File: config.mk
export PLATFORM = sky130hd
export DESIGN_NAME = instr_encoder
export DESIGN_NICKNAME = d
export VERILOG_FILES = /design/src/rtl/instr_encoder.sv
export SDC_FILE = /design/constraint.sdc
export NUM_CORES = 1
export LEC_CHECK = 0
export CORE_ASPECT_RATIO = 1.5
export CORE_MARGIN = 3
export CORE_UTILIZATION = 40
export DETAILED_ROUTE_END_ITERATION = 12
export GPL_TIMING_DRIVEN = 0
export PLACE_DENSITY = 0.79
export SYNTH_ARGS = -nofsm -noshare
export SYNTH_HDL_FRONTEND = slang
export SYNTH_SLANG_ARGS = --single-unit
export TNS_END_PERCENT = 20
File: constraint.sdc
create_clock -name i_clk -period 1.9 [get_ports i_clk]
set_input_delay 0.38 -clock i_clk [delete_from_list [all_inputs] [get_ports i_clk]]
set_output_delay 0.38 -clock i_clk [all_outputs]
set_load 0.05 [all_outputs]
File: src/rtl/instr_encoder.sv
// Instruction encoder and loader: packs decoded RV32I fields into a word and
// writes it to instruction memory at an auto-incrementing word address.
module instr_encoder #(
    parameter int ADDR_W = 8
) (
    input  logic              i_clk,
    input  logic              i_rst,
    input  logic              i_clear,
    input  logic              i_in_valid,
    output logic              o_in_ready,
    input  logic [6:0]        i_op,
    input  logic [4:0]        i_rd,
    input  logic [4:0]        i_rs1,
    input  logic [4:0]        i_rs2,
    input  logic [2:0]        i_funct3,
    input  logic [6:0]        i_funct7,
    input  logic [31:0]       i_imm,
    output logic              o_imem_we,
    output logic [ADDR_W-1:0] o_imem_addr,
    output logic [31:0]       o_imem_wdata,
    input  logic              i_imem_ready,
    output logic              o_full,
    output logic              o_err
);

    localparam logic [6:0] OP_R      = 7'b0110011;
    localparam logic [6:0] OP_LOAD   = 7'b0000011;
    localparam logic [6:0] OP_IMM    = 7'b0010011;
    localparam logic [6:0] OP_STORE  = 7'b0100011;
    localparam logic [6:0] OP_BRANCH = 7'b1100011;

    localparam logic [ADDR_W-1:0] ADDR_ONE = ADDR_W'(1);
    localparam logic [ADDR_W-1:0] ADDR_MAX = '1;

    logic              r_out_valid;
    logic [31:0]       r_wdata;
    logic [ADDR_W-1:0] r_addr;
    logic              r_full;
    logic              r_err;

    logic        w_in_ready;
    logic        w_accept;
    logic        w_complete;
    logic        w_sext_ok;
    logic [31:0] w_word;
    logic        w_supported;
    logic        w_range_err;

    assign w_in_ready = !i_clear && !r_full && (!r_out_valid || i_imem_ready);
    assign w_accept   = i_in_valid && w_in_ready;
    assign w_complete = r_out_valid && i_imem_ready;
    assign w_sext_ok  = (i_imm[31:11] == {21{i_imm[11]}});

    // Immediate scatter per format; out-of-range immediates are still packed truncated.
    always_comb begin
        w_word      = '0;
        w_supported = 1'b1;
        w_range_err = 1'b0;
        case (i_op)
            OP_R: begin
                w_word = {i_funct7, i_rs2, i_rs1, i_funct3, i_rd, i_op};
            end
            OP_LOAD: begin
                w_word      = {i_imm[11:0], i_rs1, i_funct3, i_rd, i_op};
                w_range_err = !w_sext_ok;
            end
            OP_IMM: begin
                if (i_funct3 == 3'b001 || i_funct3 == 3'b101) begin
                    w_word      = {i_funct7, i_imm[4:0], i_rs1, i_funct3, i_rd, i_op};
                    w_range_err = (i_imm[31:5] != 27'd0);
                end else begin
                    w_word      = {i_imm[11:0], i_rs1, i_funct3, i_rd, i_op};
                    w_range_err = !w_sext_ok;
                end
            end
            OP_STORE: begin
                w_word      = {i_imm[11:5], i_rs2, i_rs1, i_funct3, i_imm[4:0], i_op};
                w_range_err = !w_sext_ok;
            end
            OP_BRANCH: begin
                w_word      = {i_imm[11], i_imm[9:4], i_rs2, i_rs1, i_funct3,
                               i_imm[3:0], i_imm[10], i_op};
                w_range_err = !w_sext_ok;
            end
            default: begin
                w_supported = 1'b0;
            end
        endcase
    end

    always_ff @(posedge i_clk or posedge i_rst) begin
        if (i_rst) begin
            r_out_valid <= 1'b0;
            r_wdata     <= '0;
            r_addr      <= '0;
            r_full      <= 1'b0;
            r_err       <= 1'b0;
        end else if (i_clear) begin
            r_out_valid <= 1'b0;
            r_wdata     <= '0;
            r_addr      <= '0;
            r_full      <= 1'b0;
            r_err       <= 1'b0;
        end else begin
            if (w_complete) begin
                if (r_addr == ADDR_MAX) begin
                    r_full <= 1'b1;
                    r_addr <= '0;
                end else begin
                    r_addr <= r_addr + ADDR_ONE;
                end
            end
            // Unsupported opcodes are consumed without touching the output stage.
            if (w_accept && w_supported) begin
                r_out_valid <= 1'b1;
                r_wdata     <= w_word;
            end else if (w_complete) begin
                r_out_valid <= 1'b0;
            end
            if (w_accept && (!w_supported || w_range_err)) begin
                r_err <= 1'b1;
            end
        end
    end

    assign o_in_ready   = w_in_ready;
    assign o_imem_we    = r_out_valid;
    assign o_imem_addr  = r_addr;
    assign o_imem_wdata = r_wdata;
    assign o_full       = r_full;
    assign o_err        = r_err;

endmodule

==> out/results.tsv, run 1 <==
metric	value	unit
status	complete, no violations	
diodes	0	
io_pins	113	
start_util	0.416	
vias_per_cell	5.55	
path_buf_inv	1	
rows	33	
total_power	0.00200	W
gp_congestion	0.875	
syn2layout_area_growth	61.7	%
place.detailed.hpwl	5490	µm
synth_edf_count	0	
hold_viol_final	0	
cts_buffers	5	
ys_ff_latch	43	
yosys_most_used_dff	dfrtp_1	
period_share	0.994	
dieArea	0.00672	mm²
fin_skew	0.00923	ns
cp_max_fo	2	
finalNetCount	434	
drt-initial-drc-count	132	
power.density	537	mW/mm²
total_leakage_power	1.77	nW
overflow	0	
peakVddDrop	0.441	mV
ys_seq_area_frac	0.467	
critical_path.max_stage_delay	0.52	ns
io_buffer_count	110	
cts-root-buf	clkbuf_8	
finalSetupTns	0	ns
grt_max_degree	44	
synth_top_area_cell	dfrtp_1	
yosysUniqueCellTypes	43	
drv_slew	0	
antenna_found_initial	0	
wire_per_inst	16.2	µm
synthTopCellsByArea	dfrtp_1 (47%), nand3b_1 (6.8%), nand2_1 (5.5%), a222oi_1 (2.6%), a21o_1 (2.6%)	
syn_area	0.00230	mm²
dr_total_vias	2410	
die_w	68.0	µm
clk_latency	0.29	ns
cp-start-kind	primary input	
rsz0062_at_grt	true	
cts_tree	yes	
crit_slowest_cell	or4_1	
ctsHtreeMaxLevel	2	
syn_inst	244	
crit_path_end_kind	flip-flop	
max_clock_freq	530	MHz
cts_max_path_buffers	2	
worst-endpoint-arrival	2.06	ns
core	0.00553	mm²
async_flop_share	1.00	
drtAntennaViolNets	0	
crit_chain	clkdlybuf4s50_1, nand4_1, or4_1, o21ai_1, a221oi_1, o32a_1	
detail_route.first_pass.iterations	4	
syn_nets	315	
crit_type	in2reg	
period_needed	1.89	ns
grt_pass1_vias	2442	
worstPathRequired	2.07	ns
relSlewSlack	0.390	
r2r_setup_slack	0.23	ns
tightest_slew	0.915	ns
cts-hold-fix-buffers	0	
cts.sinks	43	
drc	0	
layout_common_cells	clkdlybuf4s50_1 (90), dfrtp_1 (43), nand2_1 (34)	
avgSynthCellArea	9.44	µm²
synth_top_area_share	0.467	
drt-total-wl	7050	µm
grt_pass1_wl	11200	µm
die_h	98.9	µm
cap_violations	0	
cp_top_family	simple AND/OR/NAND/NOR gates	
min_path_type	reg2reg	
cts.reportedPaths.clkPinSlew	0.08	ns
grtUsageTotal	0.218	
yosysWarnings	0	
setup_viol	0	
final_common_cell	clkdlybuf4s50_1	
drive_above_1_share	0.0907	
synthesized netlist by cell type, drive strengths merged (4+ instances only):
| cell type | instances |
|---|---|
| a21oi | 11 |
| nor4 | 4 |
| nand4 | 7 |
| inv | 6 |
| o21ai | 17 |
| a222oi | 6 |
| clkbuf | 10 |
| nand3 | 4 |
| a31oi | 6 |
| dfrtp | 43 |
| a21o | 8 |
| buf | 5 |
| nand2 | 34 |
| a22o | 6 |
| nand3b | 21 |
| nor2 | 14 |
| and2 | 5 |
| and3 | 4 |
per-layer routing:
metal,GRT usage,routed length [µm]
met3,0.0479,480
met4,0.0995,148
met5,0,0
met1,0.248,2640
met2,0.375,3790
report_power, final:
| group | switching (W) | total [W] | internal, W |
|---|---|---|---|
| logic | 0.000156 | 0.000332 | 0.000175 |
| clock network | 0.000319 | 0.000745 | 0.000426 |
| registers | 0.00000421 | 0.000925 | 0.000921 |
| total | 0.000480 | 0.00200 | 0.00152 |
final cells by class:
cell class	count	area (µm²)
tap	70	87.6
sequential	43	1080
multi-input combinational	180	1190
timing repair buffer	112	1130
buffer	15	97.6
clock buffer	6	82.6
fill	487	1810
clock inverter	2	35.0
inverter	6	22.5
final timing paths:
| check | end | from | cells past startpoint |
|---|---|---|---|
| max | o_err | i_imm[27] | 6 |
| min | o_imem_wdata[5] | o_imem_wdata[5] | 1 |
| max reg2reg | o_imem_wdata[23] | o_full | 5 |
| min reg2reg | o_imem_wdata[5] | o_imem_wdata[5] | 1 |
| max in group asynchronous | o_imem_wdata[5] | i_rst | 2 |
| min in group asynchronous | o_imem_wdata[16] | i_rst | 2 |
stage by stage:
stage | utilization | hold slack [ns] | cell area [µm²] | worst slack, ns | cells
4_1_cts | 0.659 | 0.483 | 3640 | -0.0659 | 434
2_1_floorplan | - | 0.485 | 2300 | 0.0924 | 244
5_1_grt | 0.673 | 0.496 | 3720 | -0.0285 | 434
6_report | 0.673 | 0.478 | 3720 | 0.0118 | 434
3_5_place_dp | 0.631 | 0.465 | 3490 | -0.549 | 424
3_3_place_gp | 0.631 | 0.461 | 3490 | -0.542 | 424
worst register-to-register path, stage by stage (launching register included):
cell and delay, ns:
dfrtp_1 0.41, nor2_1 0.20, nand3_2 0.20, a2111oi_4 0.49, a22o_1 0.22, a21o_1 0.09
cell families after synthesis:
group,synth area share
compound gates,0.203
buf+inv,0.0375
flops,0.467
simple gates,0.266
xor+xnor,0.0114
fa+ha+maj,0.0109
mux,0.00435
sequential cells by signal, indices dropped and copies added, names as in the netlist:
register,flops
o_err,1
o_full,1
o_imem_addr,8
o_imem_wdata,32
o_imem_we,1
what timing repair did:
action                                  CTS  global route
setup buffers                             2             0
hold endpoints to repair                  0             0
pin swaps                                 0             4
endpoints found under the setup margin   42            33
resized for setup                        22            28
Note: power is estimated with default switching activity, not from simulation.
==> inputs of run 2 (changes only) <==
CORE_MARGIN = default   (was 3)
CTS_BUF_LIST = sky130_fd_sc_hd__clkbuf_8 sky130_fd_sc_hd__clkbuf_16   (was default)
==> run 2 against run 1 <==
Sequential power about the same. Flip-flop and latch count unchanged. Wire length fell by 4.6%. Core utilization increased by 0.48 points. Clock skew rose by 0.0018 ns. Worst hold slack got worse by 0.050 ns. Combinational power about the same. Sequential share of layout area about the same. Global-route usage up 1.4 points. Setup slack got worse by 0.0052 ns. Total power rose by 4.4%. Critical path type unchanged. Critical endpoint unchanged. Largest cell class unchanged.
==> out/results.tsv, run 2 (synthesis gave the netlist of run 1 again) <==
metric	value	unit
ctsHtreeMaxLevel	2	
max_clock_freq	528	MHz
clk_latency	0.30	ns
drt-total-wl	6730	µm
gp_congestion	0.791	
peakVddDrop	0.323	mV
die_w	64.0	µm
crit_chain	clkdlybuf4s50_1, nand4_1, or4_1, o21ai_0, a221oi_1, o32a_1	
drv_slew	0	
period_needed	1.89	ns
hold_viol_final	0	
final_core_util	0.678	
rows	33	
status	complete, no violations	
io_buffer_count	110	
period_share	0.997	
relSlewSlack	0.651	
overflow	0	
fin_skew	0.0110	ns
grtUsageTotal	0.232	
path_buf_inv	1	
worst-endpoint-arrival	2.07	ns
critical_path.max_stage_delay	0.51	ns
crit_slowest_cell	or4_1	
crit_type	in2reg	
setup_viol	0	
setup_slack	0.00654	ns
drc	0	
syn2layout_area_growth	61.7	%
finalNetCount	434	
die_h	94.9	µm
cts.reportedPaths.clkPinSlew	0.08	ns
diodes	0	
wire_per_inst	15.5	µm
cts_buffers	5	
cts_max_path_buffers	2	
dieArea	0.00607	mm²
antenna_found_initial	0	
largest_register_ffs	32	
drtAntennaViolNets	0	
drive_above_1_share	0.0907	
layout_common_cells	clkdlybuf4s50_1 (94), dfrtp_1 (43), nand2_1 (34)	
vias_per_cell	5.55	
core	0.00549	mm²
cp_max_fo	2	
min_path_type	in2async	
worstPathRequired	2.08	ns
drt-initial-drc-count	214	
start_util	0.419	
holdWs	0.428	ns
cp-start-kind	primary input	
dr_total_vias	2408	
total_leakage_power	1.74	nW
detail_route.first_pass.iterations	5	
cts-root-buf	clkbuf_8	
tightest_slew	0.522	ns
design_area	0.00372	mm²
io_pins	113	
place.detailed.hpwl	5210	µm
final_common_cell	clkdlybuf4s50_1	
cp_top_family	simple AND/OR/NAND/NOR gates	
cap_violations	0	
power.density	561	mW/mm²
grt_pass1_wl	10900	µm
grt_pass1_vias	2408	
cts_tree	yes	
post_dp_cell_area	0.00351	mm²
crit_path_end_kind	flip-flop	
pre_cts_slack	-0.526	ns
rsz0062_at_grt	true	
grt_max_degree	44	
cts-hold-fix-buffers	0	
cts.sinks	43	
==> run 2: per-layer routing <==
metal / global-route usage / wire (µm)
met1: 0.255 / 2420
met2: 0.418 / 3660
met3: 0.0423 / 409
met4: 0.125 / 235
met5: 0 / 0
==> run 2: stage by stage <==
step | instances | TNS, ns | total power (W)
floorplan | 244 | 0 | 0.00106
global placement | 424 | -31.84 | 0.00126
detailed placement | 425 | -15.79 | 0.00127
CTS | 435 | -0.0543 | 0.00210
global route | 434 | -0.0634 | 0.00217
finish | 434 | 0 | 0.00209
==> run 2: cell type report <==
class                           count  area (µm²)
Tap cell                           70        87.6
Multi-Input combinational cell    180        1180
Buffer                             13        70.1
Sequential cell                    43        1080
Timing Repair Buffer              114        1160
Clock buffer                        5        68.8
Fill cell                         482        1770
Clock inverter                      3        63.8
Inverter                            6        22.5
==> run 2: final timing paths <==
| check | cells past startpoint | to | slack (ns) | from |
|---|---|---|---|---|
| setup / recovery | 6 | o_err | 0.007 | i_imm[27] |
| hold / removal | 3 | o_imem_wdata[16] | 0.43 | i_rst |
| setup reg to reg | 5 | o_err | 0.27 | o_full |
| hold reg to reg | 1 | o_imem_wdata[21] | 0.49 | o_imem_wdata[21] |
| max in group asynchronous | 3 | o_imem_wdata[21] | 1.26 | i_rst |
| min in group i_clk | 1 | o_imem_wdata[21] | 0.49 | o_imem_wdata[21] |
==> run 2: tightest hold or removal path, cell delays in order <==
cell	delay, ns
clkdlybuf4s50_1	0.41
inv_2	0.07
buf_12	0.23
==> run 2: power breakdown <==
group | leakage (nW) | switching (W) | internal (W)
Sequential | 0.598 | 0.00000406 | 0.000921
Combinational | 1.07 | 0.000155 | 0.000179
Clock | 0.0695 | 0.000312 | 0.000520
Total | 1.74 | 0.000470 | 0.00162
==> run 2: repair_timing <==
item	4_1_cts	5_1_grt
endpoints found under the setup margin	40	37
setup buffers	2	1
endpoints found under the hold margin	0	0
resized for setup	19	19
pin swaps	0	4
==> inputs of run 3 (changes only) <==
CORE_MARGIN = 2   (was default)
CORE_UTILIZATION = 41   (was 40)
PLACE_DENSITY = 0.81   (was 0.79)
TNS_END_PERCENT = 50   (was 20)
==> run 3 against run 2 <==
Critical path depth down 5. First-iteration DRC count down 11%. Non-clock buffer count down 5. Clock skew up 0.0010 ns. Fmax up 1.9%. Count of clock-buffer cells in the layout unchanged. Combinational power down 2%. Highest routed layer unchanged. Core utilization down 0.22 points. Total power down 5.7%. Register-to-register slack about the same. Sequential share of layout area up 0.31 points.
==> out/results.tsv, run 3 (synthesis gave the netlist of run 1 again) <==
metric	value	unit
syn2layout_area_growth	59.9	%
clk_latency	0.30	ns
layout_common_cells	clkdlybuf4s50_1 (89), dfrtp_1 (43), nand2_1 (34)	
vias_per_cell	5.47	
drc	0	
start_util	0.423	
cp-start-kind	flip-flop	
worstPathRequired	1.52	ns
gr-usage-met2	0.395	
design_area	0.00368	mm²
hold_depth	1	
max_clock_freq	538	MHz
peakVddDrop	0.344	mV
reg2reg_to	o_err	
ctsHtreeMaxLevel	2	
die_h	95.8	µm
crit_path_start	o_err	
crit_chain	clkdlybuf4s50_1	
grt_busiest_layer	met2	
fin_skew	0.0120	ns
power.density	535	mW/mm²
drt-total-wl	6630	µm
post_dp_cell_area	0.00349	mm²
drtAntennaViolNets	0	
core	0.00545	mm²
status	complete, no violations	
cts.sinks	43	
gp_congestion	0.822	
period_needed	1.86	ns
largest_register_ffs	32	
die_w	65.2	µm
antenna_found_initial	0	
cts_tree	yes	
crit_type	reg2out	
cts_buffers	5	
holdWs	0.479	ns
drv_slew	0	
total_power	0.00197	W
cp_max_fo	2	
cap_violations	0	
drive_above_1_share	0.0864	
post_cts_buffers	0	
crit_path_end_kind	primary output	
min_path_type	reg2reg	
io_pins	113	
met1_usage	0.227	
cts-root-buf	clkbuf_8	
rows	33	
r2r_setup_slack	0.28	ns
path_buf_inv	1	
tightest_slew	0.885	ns
hp-start	o_imem_wdata[24]	
period_share	0.978	
grt.met3_usage	0.0468	
setup_viol	0	
grtUsageTotal	0.214	
cts.reportedPaths.clkPinSlew	0.07	ns
cp_top_family	buffers and inverters	
place.detailed.hpwl	5230	µm
final_common_cell	clkdlybuf4s50_1	
seqCellArea	0.00108	mm²
hold_viol_final	0	
detail_route.first_pass.iterations	4	
finalNetCount	429	
ff2ff_path_depth	5	
rsz0062_at_grt	false	
grt_pass1_vias	2281	
wire_per_inst	15.5	µm
min_to	o_imem_wdata[24]	
grt_pass1_wl	10300	µm
critical_path.max_stage_delay	0.82	ns
dr_total_vias	2345	
relSlewSlack	0.409	
grt_max_degree	44	
total_leakage_power	1.78	nW
cts_max_path_buffers	2	
r2r-start	o_imem_we	
multi_input_area	0.00120	mm²
overflow	0	
io_buffer_count	110	
diodes	0	
final_core_util	0.676	
fill_cells	468	
worst-endpoint-arrival	1.48	ns
dieArea	0.00625	mm²
drt-initial-drc-count	190	
crit_slowest_cell	clkdlybuf4s50_1	
[run 3: where the power goes]
part | internal (W) | total [W] | switching [W] | leakage, nW
combinational | 0.000173 | 0.000327 | 0.000154 | 1.12
clock | 0.000392 | 0.000720 | 0.000328 | 0.0581
sequential | 0.000921 | 0.000925 | 0.00000407 | 0.598
[run 3: final cells by class]
| cell class | instances | share of cell area |
|---|---|---|
| buffer | 12 | 0.0177 |
| clock buffer | 5 | 0.0187 |
| clock inverter | 3 | 0.0119 |
| inverter | 6 | 0.00611 |
| multi-input combinational | 180 | 0.326 |
| sequential | 43 | 0.292 |
| tap | 70 | 0.0238 |
| timing repair buffer | 110 | 0.304 |
[run 3: repair_timing]
item                                    CTS  global route
pin swaps                                 1             7
hold buffers                              0             0
resized for setup                        21            23
endpoints found under the setup margin   41            32
[run 3: worst register-to-register path: stages (launching register included)]
cell and delay (ns):
dfrtp_1 0.38, nand2b_1 0.11, and3_1 0.24, and3_2 0.27, o211a_1 0.15, o32a_1 0.34
[run 3: how the worst max path moves through the flow]
stage / slack, ns / depth (start not counted) / endpoint
6_report: 0.04 / 1 / o_err
5_1_grt: 0.004 / 1 / o_err
4_1_cts: -0.07 / 6 / o_err
3_5_place_dp: -0.54 / 6 / o_imem_wdata[6]
3_3_place_gp: -0.51 / 6 / o_imem_wdata[6]
2_1_floorplan: 0.09 / 6 / o_err
[run 3: metrics by stage]
stage,setup TNS [ns],cells,worst slack [ns]
after floorplan,0,244,0.0924
after global placement,-30.59,424,-0.510
after detailed placement,-15.61,424,-0.537
after CTS,-0.0673,432,-0.0673
after global routing,0,429,0.00433
final,0,429,0.0422
[run 3: metal layers]
layer | vias to the layer above | wire length, µm
li1 | 1128 | -
met1 | 1102 | 2550
met2 | 99 | 3470
met3 | 16 | 429
met4 | 0 | 187
met5 | - | 0
